**src/rtl/stack_burst_engine_if.sv**
```systemverilog
`default_nettype none
// ============================================================================
//  Module   : stack_burst_engine_if
//  Brief    : Command, push/pop stream and memory-port bundle for the stack
//             burst engine. The engine sits on the slave modport; the core
//             and memory side use master.
//  Revision : 1.0  initial release
// ============================================================================
interface stack_burst_engine_if #(
   parameter int DATA_W = 16,
   parameter int ADDR_W = 16,
   parameter int LEN_W  = 4,
   parameter int CNT_W  = 7
);
   logic              cmd_valid;
   logic              cmd_ready;
   logic              cmd_pop;
   logic [LEN_W-1:0]  cmd_len;
   logic              push_valid;
   logic              push_ready;
   logic [DATA_W-1:0] push_data;
   logic              pop_valid;
   logic [DATA_W-1:0] pop_data;
   logic              sp_load;
   logic [ADDR_W-1:0] sp_wdata;
   logic              mem_we;
   logic              mem_re;
   logic [ADDR_W-1:0] mem_addr;
   logic [DATA_W-1:0] mem_wdata;
   logic [DATA_W-1:0] mem_rdata;
   logic              bus_own;
   logic [ADDR_W-1:0] sp;
   logic [CNT_W-1:0]  count;
   logic              done;
   logic              ovf;
   logic              unf;

   modport slave (
      input  cmd_valid, cmd_pop, cmd_len, push_valid, push_data,
             sp_load, sp_wdata, mem_rdata,
      output cmd_ready, push_ready, pop_valid, pop_data, mem_we, mem_re,
             mem_addr, mem_wdata, bus_own, sp, count, done, ovf, unf
   );

   modport master (
      output cmd_valid, cmd_pop, cmd_len, push_valid, push_data,
             sp_load, sp_wdata, mem_rdata,
      input  cmd_ready, push_ready, pop_valid, pop_data, mem_we, mem_re,
             mem_addr, mem_wdata, bus_own, sp, count, done, ovf, unf
   );
endinterface
`default_nettype wire

```
**src/rtl/stack_burst_engine.sv**
```systemverilog
`default_nettype none
// ============================================================================
//  Module   : stack_burst_engine
//  Brief    : Memory-backed full-descending hardware stack. Runs multi-word
//             PUSH/POP bursts against data memory, rejects bursts that would
//             overflow/underflow before touching memory, exposes SP and depth.
//  Revision : 1.0  initial release
// ============================================================================
module stack_burst_engine #(
   parameter int              DATA_W   = 16,
   parameter int              ADDR_W   = 16,
   parameter logic [ADDR_W-1:0] SP_RESET = 16'hFFFE,
   parameter int              STEP     = 2,
   parameter int              DEPTH    = 64,
   parameter int              LEN_W    = 4,
   parameter int              RD_LAT   = 1
) (
   input  wire logic           clk,
   input  wire logic           rst,
   stack_burst_engine_if.slave bus
);
   localparam int CNT_W  = $clog2(DEPTH + 1);
   localparam int WAIT_W = $clog2(RD_LAT + 1);
   localparam logic [ADDR_W-1:0] c_STEP    = ADDR_W'(STEP);
   localparam logic [LEN_W-1:0]  c_REM_ONE = LEN_W'(1);
   localparam logic [CNT_W-1:0]  c_CNT_ONE = CNT_W'(1);
   localparam logic [WAIT_W-1:0] c_WAIT_LAST = WAIT_W'(RD_LAT);
   localparam logic [WAIT_W-1:0] c_WAIT_ONE  = WAIT_W'(1);

   typedef enum logic [2:0] {
      S_IDLE     = 3'd0,
      S_PUSH     = 3'd1,
      S_POP_RD   = 3'd2,
      S_POP_WAIT = 3'd3,
      S_DONE     = 3'd4
   } state_t;

   state_t            r_state, w_next;
   logic [ADDR_W-1:0] r_sp;
   logic [CNT_W-1:0]  r_count;
   logic [LEN_W-1:0]  r_rem;
   logic [WAIT_W-1:0] r_wait;
   logic [DATA_W-1:0] r_pop_data;
   logic              r_pop_valid, r_ovf, r_unf;

   logic              w_accept, w_ovf_hit, w_unf_hit, w_rd_last;
   logic [31:0]       w_cnt_plus;
   logic [ADDR_W-1:0] w_load_cnt;
   logic              w_cmd_ready, w_push_ready, w_we, w_re, w_bus_own, w_done;
   logic [ADDR_W-1:0] w_addr;
   logic [DATA_W-1:0] w_wdata;

   // Command admission and the room/entry checks made in the accept cycle
   assign w_accept   = (r_state == S_IDLE) && bus.cmd_valid;
   assign w_cnt_plus = 32'(r_count) + 32'(bus.cmd_len);
   assign w_ovf_hit  = w_accept && !bus.cmd_pop && (w_cnt_plus > 32'(DEPTH));
   assign w_unf_hit  = w_accept && bus.cmd_pop && (32'(bus.cmd_len) > 32'(r_count));
   assign w_rd_last  = (r_state == S_POP_WAIT) && (r_wait == c_WAIT_LAST);
   assign w_load_cnt = (SP_RESET - bus.sp_wdata) / c_STEP;

   // State register; reset drops straight back to IDLE from any state
   always_ff @(posedge clk) begin
      if (rst) r_state <= S_IDLE;
      else     r_state <= w_next;
   end

   // Next-state and memory-port decode; strobes are masked by rst so a reset
   // mid-burst issues no further access even in the reset cycle itself
   always_comb begin
      w_next       = r_state;
      w_cmd_ready  = 1'b0;
      w_push_ready = 1'b0;
      w_we         = 1'b0;
      w_re         = 1'b0;
      w_addr       = r_sp;
      w_wdata      = '0;
      w_bus_own    = 1'b1;
      w_done       = 1'b0;
      case (r_state)
         S_IDLE: begin
            w_cmd_ready = 1'b1;
            w_bus_own   = 1'b0;
            if (w_accept && !w_ovf_hit && !w_unf_hit) begin
               if (bus.cmd_len == '0) w_next = S_DONE;
               else if (bus.cmd_pop)  w_next = S_POP_RD;
               else                   w_next = S_PUSH;
            end
         end
         S_PUSH: begin
            w_push_ready = 1'b1;
            w_addr       = r_sp - c_STEP;
            w_wdata      = bus.push_data;
            if (bus.push_valid) begin
               w_we = !rst;
               if (r_rem == c_REM_ONE) w_next = S_DONE;
            end
         end
         S_POP_RD: begin
            w_re   = !rst;
            w_next = S_POP_WAIT;
         end
         S_POP_WAIT: begin
            if (w_rd_last) w_next = (r_rem == c_REM_ONE) ? S_DONE : S_POP_RD;
         end
         S_DONE: begin
            w_done = 1'b1;
            w_next = S_IDLE;
         end
         default: w_next = S_IDLE;
      endcase
   end

   // Stack pointer, depth, burst counters and the registered pop/error pulses
   always_ff @(posedge clk) begin
      if (rst) begin
         r_sp        <= SP_RESET;
         r_count     <= '0;
         r_rem       <= '0;
         r_wait      <= '0;
         r_pop_data  <= '0;
         r_pop_valid <= 1'b0;
         r_ovf       <= 1'b0;
         r_unf       <= 1'b0;
      end else begin
         r_pop_valid <= 1'b0;
         r_ovf       <= w_ovf_hit;
         r_unf       <= w_unf_hit;
         case (r_state)
            S_IDLE: begin
               // an accepted command takes priority over an SP load
               if (w_accept) begin
                  r_rem <= bus.cmd_len;
               end else if (bus.sp_load) begin
                  r_sp    <= bus.sp_wdata;
                  r_count <= w_load_cnt[CNT_W-1:0];
               end
            end
            S_PUSH: begin
               if (bus.push_valid) begin
                  r_sp    <= r_sp - c_STEP;
                  r_count <= r_count + c_CNT_ONE;
                  r_rem   <= r_rem - c_REM_ONE;
               end
            end
            S_POP_RD: r_wait <= c_WAIT_ONE;
            S_POP_WAIT: begin
               if (w_rd_last) begin
                  r_pop_data  <= bus.mem_rdata;
                  r_pop_valid <= 1'b1;
                  r_sp        <= r_sp + c_STEP;
                  r_count     <= r_count - c_CNT_ONE;
                  r_rem       <= r_rem - c_REM_ONE;
               end else begin
                  r_wait <= r_wait + c_WAIT_ONE;
               end
            end
            default: ;
         endcase
      end
   end

   assign bus.cmd_ready  = w_cmd_ready;
   assign bus.push_ready = w_push_ready;
   assign bus.pop_valid  = r_pop_valid;
   assign bus.pop_data   = r_pop_data;
   assign bus.mem_we     = w_we;
   assign bus.mem_re     = w_re;
   assign bus.mem_addr   = w_addr;
   assign bus.mem_wdata  = w_wdata;
   assign bus.bus_own    = w_bus_own;
   assign bus.sp         = r_sp;
   assign bus.count      = r_count;
   assign bus.done       = w_done;
   assign bus.ovf        = r_ovf;
   assign bus.unf        = r_unf;
endmodule
`default_nettype wire

```
**src/flat_wrapper.sv**
```systemverilog
// flat-port wrapper written by rule: the top's interface ports become plain ports
module stack_burst_engine_flat 
#(
   parameter int              DATA_W   = 16,
   parameter int              ADDR_W   = 16,
   parameter logic [ADDR_W-1:0] SP_RESET = 16'hFFFE,
   parameter int              STEP     = 2,
   parameter int              DEPTH    = 64,
   parameter int              LEN_W    = 4,
   parameter int              RD_LAT   = 1
)
  (clk, rst, bus_cmd_valid, bus_cmd_pop, bus_cmd_len, bus_push_valid, bus_push_data, bus_sp_load, bus_sp_wdata, bus_mem_rdata, bus_cmd_ready, bus_push_ready, bus_pop_valid, bus_pop_data, bus_mem_we, bus_mem_re, bus_mem_addr, bus_mem_wdata, bus_bus_own, bus_sp, bus_count, bus_done, bus_ovf, bus_unf);
  stack_burst_engine_if #(.DATA_W(DATA_W), .ADDR_W(ADDR_W), .LEN_W(LEN_W), .CNT_W(($clog2(64 + 1)))) bus_i ();
  input  wire logic clk;
  input  wire logic rst;
  input wire logic [$bits(bus_i.cmd_valid)-1:0] bus_cmd_valid;
  input wire logic [$bits(bus_i.cmd_pop)-1:0] bus_cmd_pop;
  input wire logic [$bits(bus_i.cmd_len)-1:0] bus_cmd_len;
  input wire logic [$bits(bus_i.push_valid)-1:0] bus_push_valid;
  input wire logic [$bits(bus_i.push_data)-1:0] bus_push_data;
  input wire logic [$bits(bus_i.sp_load)-1:0] bus_sp_load;
  input wire logic [$bits(bus_i.sp_wdata)-1:0] bus_sp_wdata;
  input wire logic [$bits(bus_i.mem_rdata)-1:0] bus_mem_rdata;
  output wire logic [$bits(bus_i.cmd_ready)-1:0] bus_cmd_ready;
  output wire logic [$bits(bus_i.push_ready)-1:0] bus_push_ready;
  output wire logic [$bits(bus_i.pop_valid)-1:0] bus_pop_valid;
  output wire logic [$bits(bus_i.pop_data)-1:0] bus_pop_data;
  output wire logic [$bits(bus_i.mem_we)-1:0] bus_mem_we;
  output wire logic [$bits(bus_i.mem_re)-1:0] bus_mem_re;
  output wire logic [$bits(bus_i.mem_addr)-1:0] bus_mem_addr;
  output wire logic [$bits(bus_i.mem_wdata)-1:0] bus_mem_wdata;
  output wire logic [$bits(bus_i.bus_own)-1:0] bus_bus_own;
  output wire logic [$bits(bus_i.sp)-1:0] bus_sp;
  output wire logic [$bits(bus_i.count)-1:0] bus_count;
  output wire logic [$bits(bus_i.done)-1:0] bus_done;
  output wire logic [$bits(bus_i.ovf)-1:0] bus_ovf;
  output wire logic [$bits(bus_i.unf)-1:0] bus_unf;
  assign bus_i.cmd_valid = bus_cmd_valid;
  assign bus_i.cmd_pop = bus_cmd_pop;
  assign bus_i.cmd_len = bus_cmd_len;
  assign bus_i.push_valid = bus_push_valid;
  assign bus_i.push_data = bus_push_data;
  assign bus_i.sp_load = bus_sp_load;
  assign bus_i.sp_wdata = bus_sp_wdata;
  assign bus_i.mem_rdata = bus_mem_rdata;
  assign bus_cmd_ready = bus_i.cmd_ready;
  assign bus_push_ready = bus_i.push_ready;
  assign bus_pop_valid = bus_i.pop_valid;
  assign bus_pop_data = bus_i.pop_data;
  assign bus_mem_we = bus_i.mem_we;
  assign bus_mem_re = bus_i.mem_re;
  assign bus_mem_addr = bus_i.mem_addr;
  assign bus_mem_wdata = bus_i.mem_wdata;
  assign bus_bus_own = bus_i.bus_own;
  assign bus_sp = bus_i.sp;
  assign bus_count = bus_i.count;
  assign bus_done = bus_i.done;
  assign bus_ovf = bus_i.ovf;
  assign bus_unf = bus_i.unf;
  stack_burst_engine #(.DATA_W(DATA_W), .ADDR_W(ADDR_W), .SP_RESET(SP_RESET), .STEP(STEP), .DEPTH(DEPTH), .LEN_W(LEN_W), .RD_LAT(RD_LAT)) u_core (.clk(clk), .rst(rst), .bus(bus_i));
endmodule
```
**config.mk**
```make
export PLATFORM = sky130hd
export DESIGN_NAME = stack_burst_engine_flat
export DESIGN_NICKNAME = d
export VERILOG_FILES = /design/src/rtl/stack_burst_engine_if.sv /design/src/rtl/stack_burst_engine.sv /design/src/flat_wrapper.sv
export SDC_FILE = /design/constraint.sdc
export NUM_CORES = 1
export LEC_CHECK = 0
export CAP_MARGIN = 20
export CORE_ASPECT_RATIO = 1.75
export CORE_MARGIN = 2
export CORE_UTILIZATION = 40
export DETAILED_ROUTE_END_ITERATION = 12
export PLACE_DENSITY = 0.72
export SYNTH_ARGS = -nofsm -noshare
export SYNTH_HDL_FRONTEND = slang
export SYNTH_SLANG_ARGS = --single-unit
```
**constraint.sdc**
```tcl
create_clock -name clk -period 6.3 [get_ports clk]
set_input_delay 1.26 -clock clk [delete_from_list [all_inputs] [get_ports clk]]
set_output_delay 1.26 -clock clk [all_outputs]
set_load 0.05 [all_outputs]
```
==> results.md, run 1 <==
- For this run, the post-layout net count is 736.
- By count the netlist is led by sky130_fd_sc_hd__nand2_1 (62), sky130_fd_sc_hd__a21oi_1 (53), sky130_fd_sc_hd__dfxtp_1 (50).
- The fraction of layout instances using a drive strength above 1 is 3.34%.
- The number of input and output port buffers inserted is 137.
- The mean instance size in the synthesized netlist is 7.22 um^2.
- The largest family of logic cells by synthesized area is simple AND/OR/NAND/NOR gates.
- The repair_antennas step left the layout with diodes totalling 0.
- The maximum number of pins on one net before global-route repair is 57.
- Once detailed placement completed, the half-perimeter wirelength came to 10,000 um.
- The worst hold endpoint is u_core.bus.pop_data[8].
- The final route contains 4,622 vias.
- The final setup TNS is 0 ps.
- Dividing the detail-routed via count by the number of cells gives 5.90.
- The power density over cell area is 312 nW/um^2.
- Once the floorplan was initialized, standard cells occupied 40.7% of the core.
- Traced cell by cell, the critical path runs through inv_1 > ha_1 > or4b_2 > nor4_1 > nand2_1 > xnor2_1 > clkdlybuf4s50_1.
- For the final database, setup skew stands at 6.82 ps.
- The number of pins exceeding their max-slew limit in the final report is 0.
- The worst setup path is of the reg -> out kind.
- VDD sags by at most 183 uV.
- The top cell type by total area after synthesis is sky130_fd_sc_hd__dfxtp_1.
- The worst path in the final design needs a cycle of 4600 ps, including I/O delays and setup.
- The flow ran to the end, and the final reports show no timing, DRC or antenna violations.
- After clock tree synthesis, the clock-pin slew on the worst setup and hold paths is 70 ps.
- The post-cts gate resize count is 0.
- The kind of launch point of the worst setup path is a register.
- The worst-margin pin slew is 1080 ps.
- The cell depth of the worst min-delay path is 2.
- The proportion of synthesized flip-flops having asynchronous set or reset is 0%.
- The maximum level of the CTS H-tree is 2.
- The core outline area is 9790 um^2.
- The most instantiated library cell after synthesis is sky130_fd_sc_hd__nand2_1.
- The number of global-route vias before repair came to 4,582.
- By area the synthesized netlist is led by sky130_fd_sc_hd__dfxtp_1 (25%), sky130_fd_sc_hd__a21oi_1 (6.7%), sky130_fd_sc_hd__ha_1 (6.0%).
- The clock passes through at most 2 buffers.
- For this run, the register share of the synthesized area comes to 25.1%.
- The area share of and/or/nand/nor cells after synthesis is 28.4%.
- Along the worst path, the maximum fanout reaches 8.
- The die span in y is 136 um.
- The reported max-cap violation count is 0.
- The number of setup violations in the final report is 0.
- The leftover overflow at the end of global routing is 0.
- The path category of the worst min-delay check is reg -> reg.
- The xor-xnor portion of the synthesized cell area is 5.94%.
- The number of flops mapped to enable cells by yosys is 0.
- The leading register cell type out of synthesis is sky130_fd_sc_hd__dfxtp_1.
- The endpoint kind of the worst setup timing path is an output port.
- The net count after synthesis is 630.
- The design draws 1.73 mW.
- The number of flip-flops and latches in the synthesized netlist is 50.
- The final number of hold-violating endpoints came to 0.
- The full die area is 10,800 um^2.
- The number of instances in the synthesized netlist is 551.
- Setup repair after global routing left no endpoint under its margin.
- The die is 79.4 um wide.
- The startpoint of the most critical hold path is u_core.bus.pop_data[8].
- The top achievable clock speed is 217 MHz.
- The number of ports placed on the die boundary is 138.
- In this run, CTS created clock tree buffers numbering 5.
- The initial DRC count is 226.
- The number of warnings printed during yosys synthesis is 0.
- Grouping stages by cell kind, the critical path spends the most delay in simple AND/OR/NAND/NOR gates.
- The total track usage is 25.2%.
- The first TritonRoute pass finished after 5 iterations.
- At the worst endpoint, the required time is 5040 ps.
- The CTS sink count is 50.
- Counting distinct cell types in the post-synthesis netlist gives 62.
- The final weighted congestion of routability-driven global placement is 0.859.
- The initial antenna violation count is 0.
- The adder-cell share of the synthesized area is 6.98%.
- The capture instance of the worst register-to-register path is u_core.bus.count[6].
- The setup check on the worst reg-to-reg path leaves a slack of 2820 ps.
- The fraction of the mapped netlist area in compound gates is 25.8%.
- After clock tree synthesis, the setup repair step added 0 buffers.
- The critical path's largest stage delay is 820 ps.
- The root buffer cell chosen for the clock tree is sky130_fd_sc_hd__clkbuf_16.
- The worst path uses 73.1% of the clock period.
- The total wire length after detailed routing is 13,400 um.
- The area growth from synthesis to layout is 39.3%.
- The later pin in the worst-skew pair is clocked with a latency of 300 ps.
- The total buffers and inverters traversed by the critical path is 2.
- The post-detailed-route DRC marker count is 0.
- The number of cells on the worst reg-to-reg path is 10.
- Data arrives at the worst endpoint at 3340 ps.
- The count of nets left with antenna violations once routing finished came out at 0.
- The mapped netlist covers 3980 um^2.
- The worst max-slew margin expressed relative to the limit is 28.2%.
- The multiplexer area fraction after synthesis is 0.503%.
- The mean routed wirelength per cell is 17.2 um.
- The global-route wire length before repair is 21,700 um.
- The leakage power figure is 2.08 nW.
- The area fraction of the dominant cell type after synthesis is 25.1%.
- The clock tree from TritonCTS is yes.
- The number of placement rows is 48.
- The start of the worst register-to-register path is u_core.r_state[0].
- Buffers inserted to repair hold after CTS numbered 0.
- Among all stages on the critical path, the largest delay is contributed by sky130_fd_sc_hd__clkdlybuf4s50_1.
logic make-up (layout without fill, tap and decap cells):
family          count (synthesis)  in the layout
flops                          50             50
xor+xnor                       27             27
mux                             2              2
simple gates                  217            217
buf+inv                        70            177
compound gates                164            164
fa+ha+maj                      21             21
state kept, by name, indices dropped and copies added (netlist names):
name                  flops
u_core.bus.unf            1
u_core.bus.count          7
u_core.r_state            3
u_core.bus.sp            16
u_core.r_rem              4
u_core.r_wait             1
u_core.bus.pop_data      16
u_core.bus.pop_valid      1
u_core.bus.ovf            1
through the flow:
stage | cells | util [%] | setup slack (ps) | instance area [um^2] | hold WS (ps)
global placement | 775 | 54.8 | 2030 | 5370 | 442
CTS | 783 | 56.6 | 1670 | 5540 | 460
detailed placement | 775 | 54.8 | 1980 | 5370 | 447
global route | 783 | 56.6 | 1530 | 5540 | 476
floorplan | 551 | - | 2180 | 3980 | 467
finish | 783 | 56.6 | 1700 | 5540 | 455
worst min-delay path, cell delays in order, from the launching register on:
cell                      delay (ps)
sky130_fd_sc_hd__dfxtp_1         310
sky130_fd_sc_hd__nand2_1          50
sky130_fd_sc_hd__a21oi_1          50
layer usage:
layer | vias to the layer above | GRT usage, % | routed length, um
met5 | - | 0 | 0
met4 | 0 | 14.8 | 622
met3 | 47 | 3.65 | 765
met2 | 215 | 46.4 | 7220
met1 | 2145 | 26.7 | 4840
li1 | 2215 | - | -
power by group:
part | switching [mW] | internal, mW
logic | 0.606 | 0.340
clock network | 0.131 | 0.200
registers | 0.0930 | 0.358
total | 0.830 | 0.898
layout by cell type, fill, tap and decap left out, types with 11 or more instances in the layout:
| cell type | netlist | routed |
|---|---|---|
| sky130_fd_sc_hd__a211oi_1 | 11 | 11 |
| sky130_fd_sc_hd__a21oi_1 | 53 | 53 |
| sky130_fd_sc_hd__and3_1 | 22 | 22 |
| sky130_fd_sc_hd__clkdlybuf4s50_1 | 0 | 136 |
| sky130_fd_sc_hd__dfxtp_1 | 50 | 50 |
| sky130_fd_sc_hd__ha_1 | 19 | 19 |
| sky130_fd_sc_hd__inv_1 | 25 | 25 |
| sky130_fd_sc_hd__nand2_1 | 62 | 62 |
| sky130_fd_sc_hd__nand3_1 | 13 | 13 |
| sky130_fd_sc_hd__nor2_1 | 34 | 34 |
| sky130_fd_sc_hd__nor3_1 | 22 | 22 |
| sky130_fd_sc_hd__o21ai_0 | 43 | 43 |
| sky130_fd_sc_hd__xnor2_1 | 20 | 20 |
cell type report:
class / count / area (um^2)
Clock buffer: 6 / 139
Clock inverter: 2 / 38.8
Fill cell: 908 / 4250
Inverter: 25 / 93.8
Multi-Input combinational cell: 431 / 2700
Sequential cell: 50 / 1000
Tap cell: 125 / 156
Timing Repair Buffer: 144 / 1420
worst max-delay path by stage:
stage	cells past startpoint	startpoint	endpoint	slack (ps)
global placement	4	rst	bus_mem_re	2030
detailed placement	4	rst	bus_mem_re	1980
finish	7	u_core.bus.sp[1]	bus_mem_addr[11]	1700
floorplan	7	u_core.bus.sp[2]	bus_mem_addr[11]	2180
CTS	7	u_core.bus.sp[1]	bus_mem_addr[11]	1670
global route	7	u_core.bus.sp[1]	bus_mem_addr[11]	1530
No activity file was read; power rests on OpenSTA's default activity.
==> run 2, diff against run 1 <==
Clock period 6.3 ns to 4.49 ns, I/O delays scaled along.
==> run 2 against run 1 <==
  * Sequential power grew 40%
  * Utilization shrank 0.26 points
  * Count of clock-buffer cells in the layout unchanged
  * Global-route usage shrank 0.70 points
  * Register-to-register slack lost 1800 ps
==> results.md, run 2 (same netlist as run 1, synthesis figures left out) <==
- The flow ran to the end, and the final reports show no timing, DRC or antenna violations.
- The worst setup path is launched from a register.
- TritonCTS created 5 clock buffers.
- The mean routed wirelength per cell is 16.9 um.
- VDD sags by at most 233 uV.
- The initial DRC count is 235.
- The final weighted congestion of routability-driven global placement is 0.874.
- The fraction of layout instances using a drive strength above 1 is 4.86%.
- The worst setup skew after layout is 7.79 ps.
- Leaving out fill and tap cells, the most frequent cells in the layout are sky130_fd_sc_hd__clkdlybuf4s50_1 (126), sky130_fd_sc_hd__nand2_1 (62), sky130_fd_sc_hd__a21oi_1 (53).
- The total number of vias is 4,508.
- The worst-path maximum fanout is 8.
- For flop-to-flop paths, the worst setup slack is 1050 ps.
- The CTS sink count is 50.
- For the worst setup path, the data required time is 3590 ps.
- The kind of critical path is reg -> out.
- The initial standard-cell utilization of the core is 40.7%.
- The signal on the critical path passes through inv_1 > ha_1 > nor4b_1 > nand2_1 > nor2_1 > xor2_1 > clkdlybuf4s50_1.
- Input and output buffers added on the ports amount to 137.
- The clock passes through at most 2 buffers.
- The number of placement rows is 48.
- The initial antenna violation count was 0.
- The path category of the worst min-delay check is reg -> reg.
- For this design, the CTS-stage hold fixing added 0 buffers.
- Measured along the y axis, the die boundary spans 136 um.
- The critical path starts at u_core.bus.sp[1].
- The worst-case setup slack after placement is 814 ps.
- Entering global routing, the biggest net connects 42 pins.
- The hold slack is 455 ps.
- The cell sitting at the root of the clock tree is a sky130_fd_sc_hd__clkbuf_16.
- The post-cts gate resize count is 0.
- The number of ports placed on the die boundary is 138.
- In this run the number of H-tree levels came out at 2.
- After global routing the overflow that remains totals 0.
- The area growth from synthesis to layout is 38.6%.
- The commonest non-fill, non-tap cell in the layout is sky130_fd_sc_hd__clkdlybuf4s50_1.
- The post-detailed-route DRC marker count is 0.
- Summed over all failing endpoints, the final setup total negative slack is 0 ps.
- The share of the core filled with cells in the final layout is 56.4%.
- The via-per-instance ratio is 5.76.
- Setup repair after global routing left no endpoint under its margin.
- The startpoint identified for the worst hold timing path is u_core.bus.pop_data[14].
- The repair_antennas step left the layout with diodes totalling 0.
- The clock transition at the registers of the reported paths is 70 ps.
- The setup fix buffers added after clock tree synthesis is 0.
- The global-route wire length before repair is 21,300 um.
- The worst-margin pin slew is 832 ps.
- The critical path's largest stage delay is 830 ps.
- The count of nets left with antenna violations after detail routing is 0.
- The total wire length after detailed routing is 13,200 um.
- The pre-antenna-repair detailed-routing pass consisted of 6 iterations.
- The number of pins exceeding their max-slew limit in the final report is 0.
- The total buffers and inverters traversed by the critical path is 2.
- For this design, the slowest cell found on the critical path is sky130_fd_sc_hd__clkdlybuf4s50_1.
- Setup violations remaining at the end of the flow were counted as 0.
- The worst setup path is captured at an output port.
- After the last flow step, the layout net total stands at 736.
- The top achievable clock speed is 247 MHz.
- The core outline area is 9790 um^2.
- The total track usage is 24.5%.
- The number of global-route vias before repair was 4,394.
- The die covers 10,800 um^2.
- In this run the horizontal extent of the chip is 79.4 um.
- The clock tree from TritonCTS is yes.
- The dominant delay contributor by cell family on the critical path is simple AND/OR/NAND/NOR gates.
- The detailed-placement wirelength estimate is 9900 um.
- The minimum period implied by the final worst setup slack is 4050 ps.
- Across all setup checks in the final design, the least slack found is 438 ps.
- The final number of hold-violating endpoints is 0.
- The arrival time at the worst endpoint is 3150 ps.
- The power density over cell area is 436 nW/um^2.
- The final critical path takes up 90.2% of the cycle.
- Measured against its own limit, the worst slew margin works out to 43.8%.
- The later pin in the worst-skew pair is clocked with a latency of 300 ps.
- Max-cap violations in this run came to 0.
- The start of the worst register-to-register path is u_core.r_state[0].
- Summed over all cells, the static leakage comes to 2.08 nW.
run 2: cell count changes in the layout (fill, tap and decap cells not counted), sizes merged:
cell,before,now
clkdlybuf4s50,136,126
buf,8,18
run 2: per-layer routing:
metal / routed length [um] / part of all wire, % / track usage, %
met1: 4970 / 38 / 28.2
met2: 7280 / 55 / 45.3
met3: 582 / 4.4 / 2.32
met4: 364 / 2.8 / 10.4
met5: 0 / 0 / 0
run 2: tightest hold or removal path, stage by stage, from the launching register on:
cell	delay, ps
sky130_fd_sc_hd__dfxtp_1	310
sky130_fd_sc_hd__nand2_1	50
sky130_fd_sc_hd__a21oi_1	50
run 2: path summary, 6_finish.rpt:
check | end | depth (start not counted)
setup / recovery | bus_mem_addr[9] | 7
hold / removal | u_core.bus.pop_data[14] | 2
setup reg to reg | u_core.bus.count[6] | 10
hold reg to reg | u_core.bus.pop_data[14] | 2
run 2: power by group:
part / internal (mW) / switching, mW
logic: 0.468 / 0.846
registers: 0.502 / 0.130
clock network: 0.281 / 0.177
total: 1.25 / 1.15
run 2: area by class of cell:
class                      count  area, um^2
inverter                      25        93.8
multi-input combinational    431        2700
timing repair buffer         144        1390
sequential                    50        1000
fill                         925        4270
tap                          125         156
clock inverter                 2        38.8
clock buffer                   6         139
run 2: metrics by stage:
| stage | power [mW] | cells | instance area [um^2] |
|---|---|---|---|
| after floorplan | 1.54 | 551 | 3980 |
| after global placement | 1.92 | 775 | 5340 |
| after detailed placement | 1.94 | 775 | 5340 |
| after CTS | 2.41 | 783 | 5520 |
| after global routing | 2.54 | 783 | 5520 |
| final | 2.40 | 783 | 5520 |
